`src/rtl/track_sequencer.sv`:
```
`default_nettype none
// ============================================================================
// Module      : track_sequencer
// Description : Row/tick song sequencer that scans a pattern ROM per row and
//               issues note-on/note-off commands over a valid/ready channel.
//               Optional macro SEQ_LOOP_ROW_EN adds loop_row (end-of-song
//               jump target).
// Revision    : 1.0 - initial release
// ============================================================================
module track_sequencer #(
  parameter int NUM_VOICES    = 4,
  parameter int ROW_BITS      = 6,
  parameter int TICKS_PER_ROW = 6,
  parameter int NOTE_BITS     = 6,
  localparam int VOICE_BITS   = $clog2(NUM_VOICES),
  localparam int TICK_BITS    = $clog2(TICKS_PER_ROW)
) (
  input  logic                           clk,
  input  logic                           reset,
  input  logic                           frame_tick,
  input  logic                           pause,
  input  logic                           restart,
`ifdef SEQ_LOOP_ROW_EN
  input  logic [ROW_BITS-1:0]            loop_row,
`endif
  output logic [ROW_BITS+VOICE_BITS-1:0] rom_addr,
  input  logic [NOTE_BITS+1:0]           rom_data,
  output logic                           cmd_valid,
  input  logic                           cmd_ready,
  output logic [VOICE_BITS-1:0]          cmd_voice,
  output logic [NOTE_BITS-1:0]           cmd_note,
  output logic                           cmd_gate,
  output logic [ROW_BITS-1:0]            row,
  output logic [TICK_BITS-1:0]           tick_count,
  output logic                           busy,
  output logic                           song_wrap,
  output logic                           overrun
);

  localparam logic [TICK_BITS-1:0]  c_TICK_LAST  = TICK_BITS'(TICKS_PER_ROW - 1);
  localparam logic [VOICE_BITS-1:0] c_VOICE_LAST = VOICE_BITS'(NUM_VOICES - 1);

  typedef enum logic [2:0] {
    S_IDLE  = 3'd0,
    S_FETCH = 3'd1,
    S_WAIT  = 3'd2,
    S_ISSUE = 3'd3,
    S_NEXT  = 3'd4,
    S_END   = 3'd5
  } state_t;

  state_t                  r_state;
  state_t                  w_state_next;
  logic [VOICE_BITS-1:0]   r_voice;
  logic [VOICE_BITS-1:0]   w_addr_voice;
  logic [ROW_BITS-1:0]     r_row;
  logic [ROW_BITS-1:0]     r_scan_row;
  logic [ROW_BITS-1:0]     r_pend_row;
  logic [ROW_BITS-1:0]     w_wrap_row;
  logic [TICK_BITS-1:0]    r_tick;
  logic                    r_pending;
  logic                    r_overrun;
  logic                    r_end_flag;
  logic [VOICE_BITS-1:0]   r_cmd_voice;
  logic [NOTE_BITS-1:0]    r_cmd_note;
  logic                    r_cmd_gate;
  logic [1:0]              w_kind;
  logic                    w_tick_acc;
  logic                    w_scan_req;
  logic                    w_last_voice;
  logic                    w_wrap;

  assign w_tick_acc   = frame_tick && !pause && !restart;
  assign w_scan_req   = w_tick_acc && (r_tick == '0);
  assign w_kind       = rom_data[NOTE_BITS+1:NOTE_BITS];
  assign w_last_voice = (r_voice == c_VOICE_LAST);
  assign w_wrap       = (r_state == S_END) && r_end_flag;

`ifdef SEQ_LOOP_ROW_EN
  assign w_wrap_row = loop_row;
`else
  assign w_wrap_row = '0;
`endif

  // NEXT already presents the following voice's address, so the ROM read
  // overlaps the advance and the next visit goes straight to WAIT.
  assign w_addr_voice = (r_state == S_NEXT) ? (r_voice + VOICE_BITS'(1)) : r_voice;
  assign rom_addr     = {r_scan_row, w_addr_voice};

  assign cmd_valid  = (r_state == S_ISSUE);
  assign cmd_voice  = r_cmd_voice;
  assign cmd_note   = r_cmd_note;
  assign cmd_gate   = r_cmd_gate;
  assign row        = r_row;
  assign tick_count = r_tick;
  assign busy       = (r_state != S_IDLE);
  assign song_wrap  = w_wrap;
  assign overrun    = r_overrun;

  always_ff @(posedge clk or negedge reset) begin
    if (!reset) begin
      r_state <= S_IDLE;
    end else begin
      r_state <= w_state_next;
    end
  end

  always_comb begin
    w_state_next = r_state;
    case (r_state)
      S_IDLE:  if (w_scan_req || r_pending) w_state_next = S_FETCH;
      S_FETCH: w_state_next = S_WAIT;
      S_WAIT: begin
        if (w_kind == 2'b01 || w_kind == 2'b10) w_state_next = S_ISSUE;
        else                                    w_state_next = S_NEXT;
      end
      S_ISSUE: if (cmd_ready) w_state_next = S_NEXT;
      S_NEXT:  w_state_next = w_last_voice ? S_END : S_WAIT;
      S_END:   w_state_next = S_IDLE;
      default: w_state_next = S_IDLE;
    endcase
    if (restart) w_state_next = S_IDLE;
  end

  always_ff @(posedge clk or negedge reset) begin
    if (!reset) begin
      r_row       <= '0;
      r_tick      <= '0;
      r_voice     <= '0;
      r_scan_row  <= '0;
      r_pend_row  <= '0;
      r_pending   <= 1'b0;
      r_overrun   <= 1'b0;
      r_end_flag  <= 1'b0;
      r_cmd_voice <= '0;
      r_cmd_note  <= '0;
      r_cmd_gate  <= 1'b0;
    end else begin
      // The end-of-song jump overrides any tick landing in the same cycle.
      if (restart) begin
        r_row  <= '0;
        r_tick <= '0;
      end else if (w_wrap) begin
        r_row  <= w_wrap_row;
        r_tick <= '0;
      end else if (w_tick_acc) begin
        if (r_tick == c_TICK_LAST) begin
          r_tick <= '0;
          r_row  <= r_row + ROW_BITS'(1);
        end else begin
          r_tick <= r_tick + TICK_BITS'(1);
        end
      end

      if (restart) begin
        r_pending  <= 1'b0;
        r_overrun  <= 1'b0;
        r_end_flag <= 1'b0;
      end else begin
        if (r_state == S_IDLE) begin
          if (r_pending) begin
            r_scan_row <= r_pend_row;
            r_voice    <= '0;
            r_pending  <= w_scan_req;
            if (w_scan_req) r_pend_row <= r_row;
          end else if (w_scan_req) begin
            r_scan_row <= r_row;
            r_voice    <= '0;
          end
        end else if (w_scan_req) begin
          if (r_pending) begin
            r_overrun <= 1'b1;
          end else begin
            r_pending  <= 1'b1;
            r_pend_row <= r_row;
          end
        end

        case (r_state)
          S_WAIT: begin
            if (w_kind == 2'b01 || w_kind == 2'b10) begin
              r_cmd_voice <= r_voice;
              r_cmd_note  <= rom_data[NOTE_BITS-1:0];
              r_cmd_gate  <= (w_kind == 2'b01);
            end else if (w_kind == 2'b11) begin
              r_end_flag <= 1'b1;
            end
          end
          S_NEXT: if (!w_last_voice) r_voice <= r_voice + VOICE_BITS'(1);
          S_END:  r_end_flag <= 1'b0;
          default: ;
        endcase
      end
    end
  end

endmodule
`default_nettype wire
```
`config.mk`:
```
export PLATFORM = sky130hd
export DESIGN_NAME = track_sequencer
export DESIGN_NICKNAME = d
export VERILOG_FILES = /design/src/rtl/track_sequencer.sv
export SDC_FILE = /design/constraint.sdc
export NUM_CORES = 1
export LEC_CHECK = 0
export BUFFER_PORTS_ARGS = -buffer_cell sky130_fd_sc_hd__buf_4
export CAP_MARGIN = 10
export CORE_MARGIN = 2
export CORE_UTILIZATION = 59
export DETAILED_ROUTE_END_ITERATION = 8
export GPL_ROUTABILITY_DRIVEN = 0
export MAX_ROUTING_LAYER = met4
export PLACE_DENSITY_LB_ADDON = 0.2
export SLEW_MARGIN = 25
export SYNTH_ARGS = -nofsm -noshare
export SYNTH_HDL_FRONTEND = slang
export SYNTH_SLANG_ARGS = --single-unit
```
`constraint.sdc`:
```
create_clock -name clk -period 3.79 [get_ports clk]
set_input_delay 0.9475 -clock clk [delete_from_list [all_inputs] [get_ports clk]]
set_output_delay 0.9475 -clock clk [all_outputs]
set_load 0.02 [all_outputs]
```
* Word level (Yosys, flattened, before mapping)
Index checks and enable logic that the tools add are counted.
** Word-level totals
- Logic and storage cells :: 96
- Output and inout bits :: 30
- Input bits :: 14
- Bits in registers :: 38
** Operators by class
- Add/sub/neg operators :: 3
- Bitwise operators :: 1
- Reductions and logical operators :: 25
- Eq/ne operators :: 17
- Multiplexer cells :: 38
** Operators with widths (number)
- $mux W6 :: 10
- $mux W3 :: 9
- $pmux W3 S5 :: 1
- $reduce_bool A3 Y1 :: 5
- $mux W2 :: 6
- $reduce_and A3 Y1 :: 4
- $mux W1 :: 11
- $eq A3 B3 Y1 const B :: 3
- $ne A3 B3 Y1 const B :: 3
- $add A6 B1 Y6 const B :: 1
- $eq A2 B2 Y1 const B :: 3
- $eq A3 B2 Y1 const B :: 2
- $logic_not A3 Y1 :: 2
- $reduce_bool A2 Y1 :: 3
- $logic_and A1 B1 Y1 :: 4
- $ne A2 B2 Y1 const B :: 2
- $reduce_and A2 Y1 :: 2
- $reduce_and A4 Y1 :: 1
- $add A3 B1 Y3 const B :: 1
- $eq A3 B1 Y1 const B :: 1
- $ne A3 B2 Y1 const B :: 1
- $add A2 B1 Y2 const B :: 1
- $eq A2 B1 Y1 const B :: 1
- $logic_not A1 Y1 :: 2
- other kinds (4) :: 5

* Logic depth before layout (Yosys ltp)
- Word-level depth :: 9
- Depth in mapped cells :: 5
- Mapped depth without buffers :: 5

* Worst setup path before layout
OpenSTA, ideal clock, no wires.
- Path kind :: reg2out
- From :: register r_state[1]
- To :: output rom_addr[1]
- Stages on the path, launching flop included :: 4
- Data required time :: 2.843 ns
- Buffers on the path :: 1
- Arrival :: 1.390 ns
- Setup slack :: 1.453 ns
- Cells stage by stage :: dfrtp_1 > buf_2 > nor3b_1 > mux2_2
** Between the ends
- Word-level cells in the longest chain between the ends :: 2
** Ends and longest elaborated chain
- from (decl) :: RTL line 52 : state_t r_state;
- from (signal assigned) :: RTL line 104 : r_state <= w_state_next;
- $eq A3 B3 Y1 :: RTL line 87 : assign w_addr_voice = (r_state == S_NEXT) ? (r_voice + VOICE_BITS'(1)) : r_voice;
- $mux W2 :: RTL line 87
- to (decl) :: RTL line 26 : output logic [ROW_BITS+VOICE_BITS-1:0] rom_addr,
Every way passes these cells.

* Worst setup path after layout
Ends and elaborated chain as after synthesis.

==> reports/metrics.yaml <==
clock_network:
  cts_buffers: 5
  ctsHoldBuffers: 0
  cts_tree: "yes"
  cts.sinks: 38
  clock_path_buffers: 2
  clockRootBuffer: "clkbuf_8"
  cts.repair.resized: 0
  clkSlewWorstSetupHoldPaths_ns: 0.07
  clk_latency_ns: 0.29
  htreeDepth: 2
  postCtsSetupRepairBufs: 0
global_route:
  grt_use_total_pct: 23.3
  antenna_found_initial: 0
  grt_overflow_total: 0
  grt_max_degree: 39
  grt_pass1_wl_um: 7360
  grt_pass1_vias: 1553
synth:
  synthCells: 202
  ys_types: 48
  synth_edf_count: 0
  synth_top_cell_area_share_pct: 43.1
  ys_seq_elements: 38
  ys_seq_area_share_pct: 43.1
  synth_area_um2: 2200
  yosys_warnings: 0
  yosys-top-cells-area: "dfrtp_1 (43%), mux2_2 (5.1%), nor2b_1 (4.8%)"
  yosys.area.top_type: "dfrtp_1"
  syn_avg_cell_area_um2: 10.9
  syn-num-nets: 220
  synth_flop_cell: "dfrtp_1"
  ys_async_sr_fraction_pct: 100
critical_path:
  path_cells: "nor3b_1 -> mux2_2 -> buf_4"
  crit_required_ns: 2.84
  crit_start: "r_state[1]"
  max_stage_delay_ns: 0.57
  path_delay_family: "flip-flops"
  reg2reg_to: "r_scan_row[0]"
  critPathKind: "register to output pin"
  crit_cells: 3
  worstRegToRegCells: 3
  worstPathMaxFanout: 14
  critPathArrivalTime_ns: 1.87
  cp-start-kind: "register"
  r2r-start: "r_state[1]"
  rrSetupSlack_ns: 1.81
  cp-end-kind: "output pin"
  cp_num_buf_inv: 1
  cp-endpoint: "rom_addr[1]"
  crit_slowest_cell: "dfrtp_1"
floorplanning:
  core-area_um2: 3630
  die_w_um: 65.1
  start_util_pct: 60.7
  io_pins: 44
  fp.dieArea_um2: 4240
  die_h_um: 65.1
  fp-row-count: 22
finish:
  drive_above_1_share_pct: 31.8
  fin_cells: 287
  final_core_util_pct: 71.5
  fin_nets: 256
  area_delta_synth_final_pct: 17.8
  insertedDiodeCount: 0
power_and_ir_drop:
  leakagePower_nw: 1.22
  switchingPower_w: 0.000449
  max-vdd-ir-drop_mv: 0.431
  pwr_density_cell_nw_per_um2: 491
  internal-power_w: 0.000826
  pwr-share-comb_pct: 33.6
  clockPowerShare_pct: 22.5
  swShare_pct: 35.2
  seq_power_share_pct: 43.9
drt:
  route.detailed.drc: 0
  drt-initial-drc-count: 76
  wl_um: 4260
  firstDrtPassIters: 4
  vias_per_cell: 5.84
  dr_total_vias: 1675
  drtAntennaViolNets: 0
  avgRoutedWirePerCell_um: 14.9
placement:
  dpl.cell_count: 279
  dp_hpwl_um: 3060
  port_buffers: 43
timing:
  slew_headroom_pct: 36.2
  period_share_pct: 74.4
  tightest_slew_ns: 0.950
  slew_violations: 0
  rsz0062_at_grt: "no"
  finalSetupViolations: 0
  fin_crit_ns: 2.82
  fin_tns_setup_ns: 0
  finalClockSkew_ns: 0.00725
  hold_violations: 0
  clock.fmax_mhz: 355
worst_hold_path:
  holdCritPathClass: "register to register"
job:
  max-cap-violations: 0
outcome:
  status: "finished clean"
logic make-up (layout without fill, tap and decap cells):
family | after synthesis | after routing | share of synthesized area, %
xor gates and xnor gates | 2 | 2 | 0.795
muxes | 23 | 23 | 12.4
buffers and inverters | 19 | 56 | 4.54
adders and majority gates | 5 | 5 | 2.72
AOI/OAI and AO/OA | 35 | 35 | 10.2
and+or+nand+nor | 80 | 80 | 26.3
DFF | 38 | 38 | 43.1
area by class of cell:
class                      instances  area [um2]
fill                             292        1040
sequential                        38         951
timing repair buffer              43         323
clock inverter                     1        5.00
tap                               48        60.1
inverter                           5        18.8
clock buffer                       7        86.3
multi-input combinational        145        1150
worst reg2reg max path, delay by kind of cell (launching register included):
family | cells | cell delay, ns
multiplexers | 1 | 0.28
flip-flops | 1 | 0.57
AND/OR/NAND/NOR | 2 | 1.00
through the flow:
step / setup WS [ns] / hold WS (ns) / area, um2 / total power (W)
after CTS: 0.961 / 0.507 / 2600 / 0.00129
after detailed placement: 1.28 / 0.491 / 2510 / 0.000998
final: 0.971 / 0.504 / 2600 / 0.00127
after floorplan: 1.45 / 0.473 / 2200 / 0.000843
after global placement: 1.33 / 0.489 / 2510 / 0.000982
after global routing: 0.811 / 0.523 / 2600 / 0.00134
sequential cells by signal, summed over array words and instances (netlist names):
name and cells:
cmd_note 6, cmd_gate 1, r_pending 1, cmd_voice 2, r_scan_row 6, r_voice 2, tick_count 3, row 6
r_state 3, r_pend_row 6, r_end_flag 1, overrun 1
worst min-delay path by stage:
stage               cells after the start  slack, ns       endpoint          start
finish                                  1       0.50  r_pend_row[0]  r_pend_row[0]
global route                            1       0.52    cmd_note[1]    cmd_note[1]
CTS                                     1       0.51  r_pend_row[0]  r_pend_row[0]
detailed placement                      1       0.49  r_pend_row[2]  r_pend_row[2]
global placement                        1       0.49  r_pend_row[0]  r_pend_row[0]
floorplan                               1       0.47  r_pend_row[0]  r_pend_row[0]
cells in the mapped netlist (2+ instances only):
| master | n |
|---|---|
| mux2i_1 | 7 |
| nand2_1 | 5 |
| nand3_1 | 8 |
| nor2_1 | 5 |
| mux2_4 | 6 |
| buf_1 | 2 |
| o21bai_1 | 2 |
| buf_6 | 3 |
| nor3b_1 | 3 |
| nand4_1 | 6 |
| mux2_2 | 10 |
| or4_1 | 4 |
| or3_1 | 5 |
| o31ai_1 | 3 |
| nand3b_1 | 3 |
| nand4b_1 | 2 |
| a21oi_1 | 13 |
| or3b_2 | 2 |
| inv_1 | 5 |
| dfrtp_1 | 38 |
| buf_2 | 5 |
| nor2b_1 | 17 |
| ha_1 | 4 |
| o21ai_0 | 10 |
| and2_1 | 6 |
| nand2b_1 | 3 |
| clkbuf_1 | 4 |
per-layer routing:
metal | share of wire, % | track usage, % | routed length [um]
met1 | 46 | 31.1 | 1950
met2 | 48 | 34.8 | 2050
met3 | 4.7 | 6.16 | 199
met4 | 1.6 | 7.81 | 67
met5 | 0 | - | 0
power groups by stage:
stage | Sequential [W] | Combinational, W | Clock (W)
after floorplan | 0.000587 | 0.000256 | 0
after global placement | 0.000560 | 0.000421 | 0
after detailed placement | 0.000567 | 0.000431 | 0
after CTS | 0.000560 | 0.000433 | 0.000293
after global routing | 0.000573 | 0.000464 | 0.000306
final | 0.000560 | 0.000428 | 0.000286
layout by cell type (no fill, tap or decap), types with 4 or more instances in the layout:
master,Yosys,routed
nor2b_1,17,17
or3_1,5,5
nand2_1,5,5
dfrtp_1,38,38
inv_1,5,5
mux2_4,6,6
nand4_1,6,6
o21ai_0,10,10
mux2i_1,7,7
nor2_1,5,5
and2_1,6,6
mux2_2,10,10
nand3_1,8,8
or4_1,4,4
buf_4,0,43
ha_1,4,4
clkbuf_8,0,6
a21oi_1,13,13
(Power assumes the default switching activity.)
